`src/rtl/demux8_ctrl.sv`:
```
// demux8_ctrl: routes one input word to one of eight channels.
// In addressed mode the destination is i_dest. In round-robin mode it is the
// first enabled channel at or after the rotating pointer.
// A word is held on its channel until that channel acknowledges it.
// The word is dropped, with an err pulse and a saturating drop count, if it is
// addressed to a masked channel or if TIMEOUT SEND cycles pass without an ack.
module demux8_ctrl #(
  parameter int WIDTH   = 8,
  parameter int TIMEOUT = 16
) (
  input  logic             clk,
  input  logic             rst,
  input  logic [WIDTH-1:0] i_data,
  input  logic [2:0]       i_dest,
  input  logic             i_mode,
  input  logic [7:0]       i_mask,
  input  logic             i_valid,
  output logic             i_ready,
  output logic [2:0]       sel,
  output logic [WIDTH-1:0] y_data,
  output logic [7:0]       y_valid,
  input  logic [7:0]       y_ack,
  output logic             err,
  output logic [7:0]       drop_cnt
);

  typedef enum logic {IDLE = 1'b0, SEND = 1'b1} state_t;

  state_t           state_q, state_d;
  logic [2:0]       rr_q, rr_d;
  logic [7:0]       timer_q, timer_d;
  logic [2:0]       sel_q, sel_d;
  logic [WIDTH-1:0] data_q, data_d;
  logic             err_q, err_d;
  logic [7:0]       drop_q, drop_d;

  logic       accept;
  logic       drop_inc;
  logic [2:0] rr_dest;
  logic [2:0] dest_w;

  // Round-robin pick: scan offsets from high to low so the smallest
  // enabled offset from rr_q is the one that survives.
  always_comb begin
    rr_dest = rr_q;
    for (int k = 7; k >= 0; k--) begin
      if (i_mask[rr_q + 3'(k)]) rr_dest = rr_q + 3'(k);
    end
  end

  // Round-robin with an empty mask has nowhere to go, so it stalls the input.
  assign i_ready = ~rst & (state_q == IDLE) & ~(i_mode & (i_mask == 8'h00));
  assign accept  = i_valid & i_ready;
  assign dest_w  = i_mode ? rr_dest : i_dest;

  // Next-state logic: accept, drop, deliver or time out.
  always_comb begin
    state_d  = state_q;
    rr_d     = rr_q;
    timer_d  = timer_q;
    sel_d    = sel_q;
    data_d   = data_q;
    err_d    = 1'b0;
    drop_inc = 1'b0;
    case (state_q)
      IDLE: begin
        if (accept) begin
          if (!i_mode && !i_mask[i_dest]) begin
            err_d    = 1'b1;
            drop_inc = 1'b1;
          end else begin
            state_d = SEND;
            sel_d   = dest_w;
            data_d  = i_data;
            timer_d = 8'd0;
          end
        end
      end
      SEND: begin
        // An ack in the expiry cycle wins over the timeout.
        if (y_ack[sel_q]) begin
          state_d = IDLE;
          rr_d    = sel_q + 3'd1;
        end else if (timer_q == 8'(TIMEOUT - 1)) begin
          state_d  = IDLE;
          rr_d     = sel_q + 3'd1;
          err_d    = 1'b1;
          drop_inc = 1'b1;
        end else begin
          timer_d = timer_q + 8'd1;
        end
      end
      default: state_d = IDLE;
    endcase
    drop_d = (drop_inc && drop_q != 8'hFF) ? drop_q + 8'd1 : drop_q;
  end

  // State registers with synchronous reset; a reset during SEND discards the word silently.
  always_ff @(posedge clk) begin
    if (rst) begin
      state_q <= IDLE;
      rr_q    <= 3'd0;
      timer_q <= 8'd0;
      sel_q   <= 3'd0;
      data_q  <= '0;
      err_q   <= 1'b0;
      drop_q  <= 8'h00;
    end else begin
      state_q <= state_d;
      rr_q    <= rr_d;
      timer_q <= timer_d;
      sel_q   <= sel_d;
      data_q  <= data_d;
      err_q   <= err_d;
      drop_q  <= drop_d;
    end
  end

  assign sel      = sel_q;
  assign y_data   = data_q;
  assign y_valid  = (state_q == SEND) ? (8'b1 << sel_q) : 8'h00;
  assign err      = err_q;
  assign drop_cnt = drop_q;

endmodule

```
`config.mk`:
```
export PLATFORM = sky130hd
export DESIGN_NAME = demux8_ctrl
export DESIGN_NICKNAME = d
export VERILOG_FILES = /design/src/rtl/demux8_ctrl.sv
export SDC_FILE = /design/constraint.sdc
export NUM_CORES = 1
export LEC_CHECK = 0
export CAP_MARGIN = 10
export CELL_PAD_IN_SITES_DETAIL_PLACEMENT = 1
export CELL_PAD_IN_SITES_GLOBAL_PLACEMENT = 2
export CORE_MARGIN = 2
export CORE_UTILIZATION = 33
export DETAILED_ROUTE_END_ITERATION = 8
export PLACE_DENSITY = 0.95
export SLEW_MARGIN = 20
export SYNTH_ARGS = -nofsm -noshare
export SYNTH_HDL_FRONTEND = slang
export SYNTH_SLANG_ARGS = --single-unit
```
`constraint.sdc`:
```
create_clock -name clk -period 6.6 [get_ports clk]
set_input_delay 1.32 -clock clk [delete_from_list [all_inputs] [get_ports clk]]
set_output_delay 1.32 -clock clk [all_outputs]
set_load 0.05 [all_outputs]
```
==> flow_summary.yaml <==
sta:
  slew_violations: 0
  worst_pin_slew_ns: 0.8984
  post-route-period-util: 0.7306
  fin_ws_ns: 1.778
  finalSetupViolCount: 0
  period_needed_ns: 4.822
  fin_setup_tns_ns: 0
  holdWs_ns: 0.4983
  hold_violations: 0
  skew_ns: 0.002706
  relSlewSlack: 0.4010
  fmax_mhz: 207.4
  rsz0062_at_grt: "no"
clocking:
  clk_latency_ns: 0.28
  cts_root_buffer: "clkbuf_8"
  h-tree-depth: 2
  cts_buffer_depth: 2
  clk_pin_slew_ns: 0.07
  postCtsSetupBuffers: 0
  cts_buffers: 5
  clkSinkCount: 32
  cts_resized: 0
  cts_tree: "yes"
  postCtsHoldBufs: 0
worst_setup_path:
  critPathCaptureType: "output pin"
  path_class: "input port to output pin"
  worst-path-max-fanout: 10
  critPathLaunchType: "input port"
  crit_buf_inv: 2
  max_stage_delay_ns: 0.73
  cp_cell_sequence: "clkdlybuf4s50_1 > nor4_1 > nand4_1 > nor3b_1 > clkdlybuf4s50_1"
  cpMostUsedCell: "clkdlybuf4s50_1"
  required_ns: 5.28
  slowest_stage: "clkdlybuf4s50_1"
  critPathArrivalTime_ns: 3.50
  crit_family: "buffers and inverters"
synthesis:
  synth_fp_nets: 316
  netlist_area_um2: 2527
  ys_types: 49
  ys_top_cells_by_area: "dfxtp_1 (25%), mux4_2 (15%), mux2i_1 (7.1%)"
  synth_most_common_cell: "nor2_1"
  synth_common_cells: "nor2_1 (39), dfxtp_1 (32), mux2i_1 (18)"
  syn-mean-instance-area_um2: 9.191
  ys_seq_area_frac: 0.2535
  synth_seq_cells: 32
  synth_top_area_frac: 0.2535
  synth_warnings: 0
  ys.flop_type: "dfxtp_1"
  synthArstFlopShare: 0
  synth.largest_area_cell: "dfxtp_1"
  synth_cells: 275
  synth-edff-count: 0
floorplan:
  die_area_um2: 8375
  rows: 31
  die-height_um: 91.52
  start_util: 0.3448
  coreArea_um2: 7331
  die_w_um: 91.52
  pin_count: 60
detailed_routing:
  route.detailed.drc: 0
  viasPerCell: 5.601
  wire_per_inst_um: 17.42
  dr.pass1.iters: 4
  routed_wl_um: 7509
  drtIter0Drc: 203
  via_count: 2414
  postRouteAntennaNets: 0
grt:
  grt_overflow: 0
  grt_pass1_wl_um: 12580
  grt_pass1_vias: 2497
  gr-usage-all-layers: 0.1848
  antenna_found_initial: 0
  grt_max_degree: 29
worst_hold_path:
  hold_class: "flop to flop"
status:
  status: "completed"
pwr:
  power_density_nw_per_um2: 168.0
  leakagePower_nw: 1.171
  vdd_ir_drop_max_mv: 0.1139
cells_and_area:
  finalNetCount: 372
  drive_gt1_frac: 0.1084
  diodes: 0
  utilization: 0.4492
  fin_area_um2: 3293
  area_growth_pct: 30.30
place:
  place_area_um2: 3201
  pre_cts_ws_ns: 1.799
  portBuffers: 59
  hpwl_um: 5628
  gp_congestion: 0.8824
job:
  drv_cap: 0
[worst paths after layout]
| kind | start | end | slack, ns | depth (start not counted) |
|---|---|---|---|---|
| setup reg to reg | rr_q[0]$_SDFFE_PP0P_ | sel[1]$_SDFFE_PP0P_ | 2.81 | 7 |
| setup / recovery | i_mask[5] | i_ready | 1.78 | 5 |
| hold reg to reg | y_data[0]$_SDFFE_PP0P_ | y_data[0]$_SDFFE_PP0P_ | 0.50 | 2 |
| hold / removal | y_data[0]$_SDFFE_PP0P_ | y_data[0]$_SDFFE_PP0P_ | 0.50 | 2 |
[power breakdown]
group,leakage [nW],internal [mW],total [mW],switching (mW)
Sequential,0.259,0.200,0.211,0.0115
Clock,0.0510,0.0832,0.157,0.0743
Combinational,0.861,0.0822,0.185,0.102
[cell usage in the layout (no fill, tap or decap), types with 2 or more instances in the layout]
cell and n:
mux4_2 17, nand3_1 11, o221ai_1 2, mux2i_1 18, or3_1 2, o21ai_0 8, nor4_1 6, dfxtp_1 32
nand2b_1 6, inv_1 10, a22oi_1 2, xnor2_1 12, nand4_1 4, nor2b_1 3, clkdlybuf4s50_1 59, a211oi_1 6
nand2_1 16, and3_1 7, nor2_1 39, and2_1 4, a21oi_1 13, mux4_1 2, a31oi_1 3, ha_1 10
clkinv_2 2, nor3_1 3, buf_4 2, xor2_1 2, nor3b_1 5, clkbuf_8 6
[sequential cells by signal, indices dropped and copies added (netlist names)]
name      flops
state_q       1
err           1
timer_q       8
rr_q          3
drop_cnt      8
sel           3
y_data        8
[tightest hold or removal path: cells and delay by family (launching register included)]
| family | cells | cell delay (ns) |
|---|---|---|
| flops | 1 | 0.33 |
| simple gates | 1 | 0.07 |
| mux | 1 | 0.07 |
[metrics by stage]
stage	std cells	power [mW]
floorplan	275	0.3359
finish	431	0.5534
detailed placement	423	0.3996
global route	431	0.5816
global placement	423	0.3939
CTS	431	0.5565
[metal layers]
metal	global-route usage	part of all wire	wire length [um]	vias up
met1	0.2447	0.45	3413	1193
li1	-	-	-	1141
met3	0.02905	0.040	303	15
met5	0	0	0	-
met4	0.06818	0.022	165	0
met2	0.3027	0.48	3626	65
[area by class of cell]
cell class / count / area, um2
flip-flops and latches: 32 / 640.6
well taps: 99 / 123.9
multi-input cells: 220 / 1789
clock buffers: 6 / 82.58
inverters: 11 / 41.29
repair buffers: 61 / 605.6
clock inverters: 2 / 10.01
fillers: 836 / 4038
[logic make-up (layout without fill, tap and decap cells)]
family,after synthesis,in the layout,synth area share
AND/OR/NAND/NOR,108,108,0.2109
buffers and inverters,23,80,0.03862
AO/OA/AOI/OAI,47,47,0.1307
adder cells (fa/ha/maj),10,10,0.04950
XOR/XNOR,14,14,0.04852
flip-flops,32,32,0.2535
multiplexers,41,41,0.2683
No activity file was read; power rests on OpenSTA's default activity.
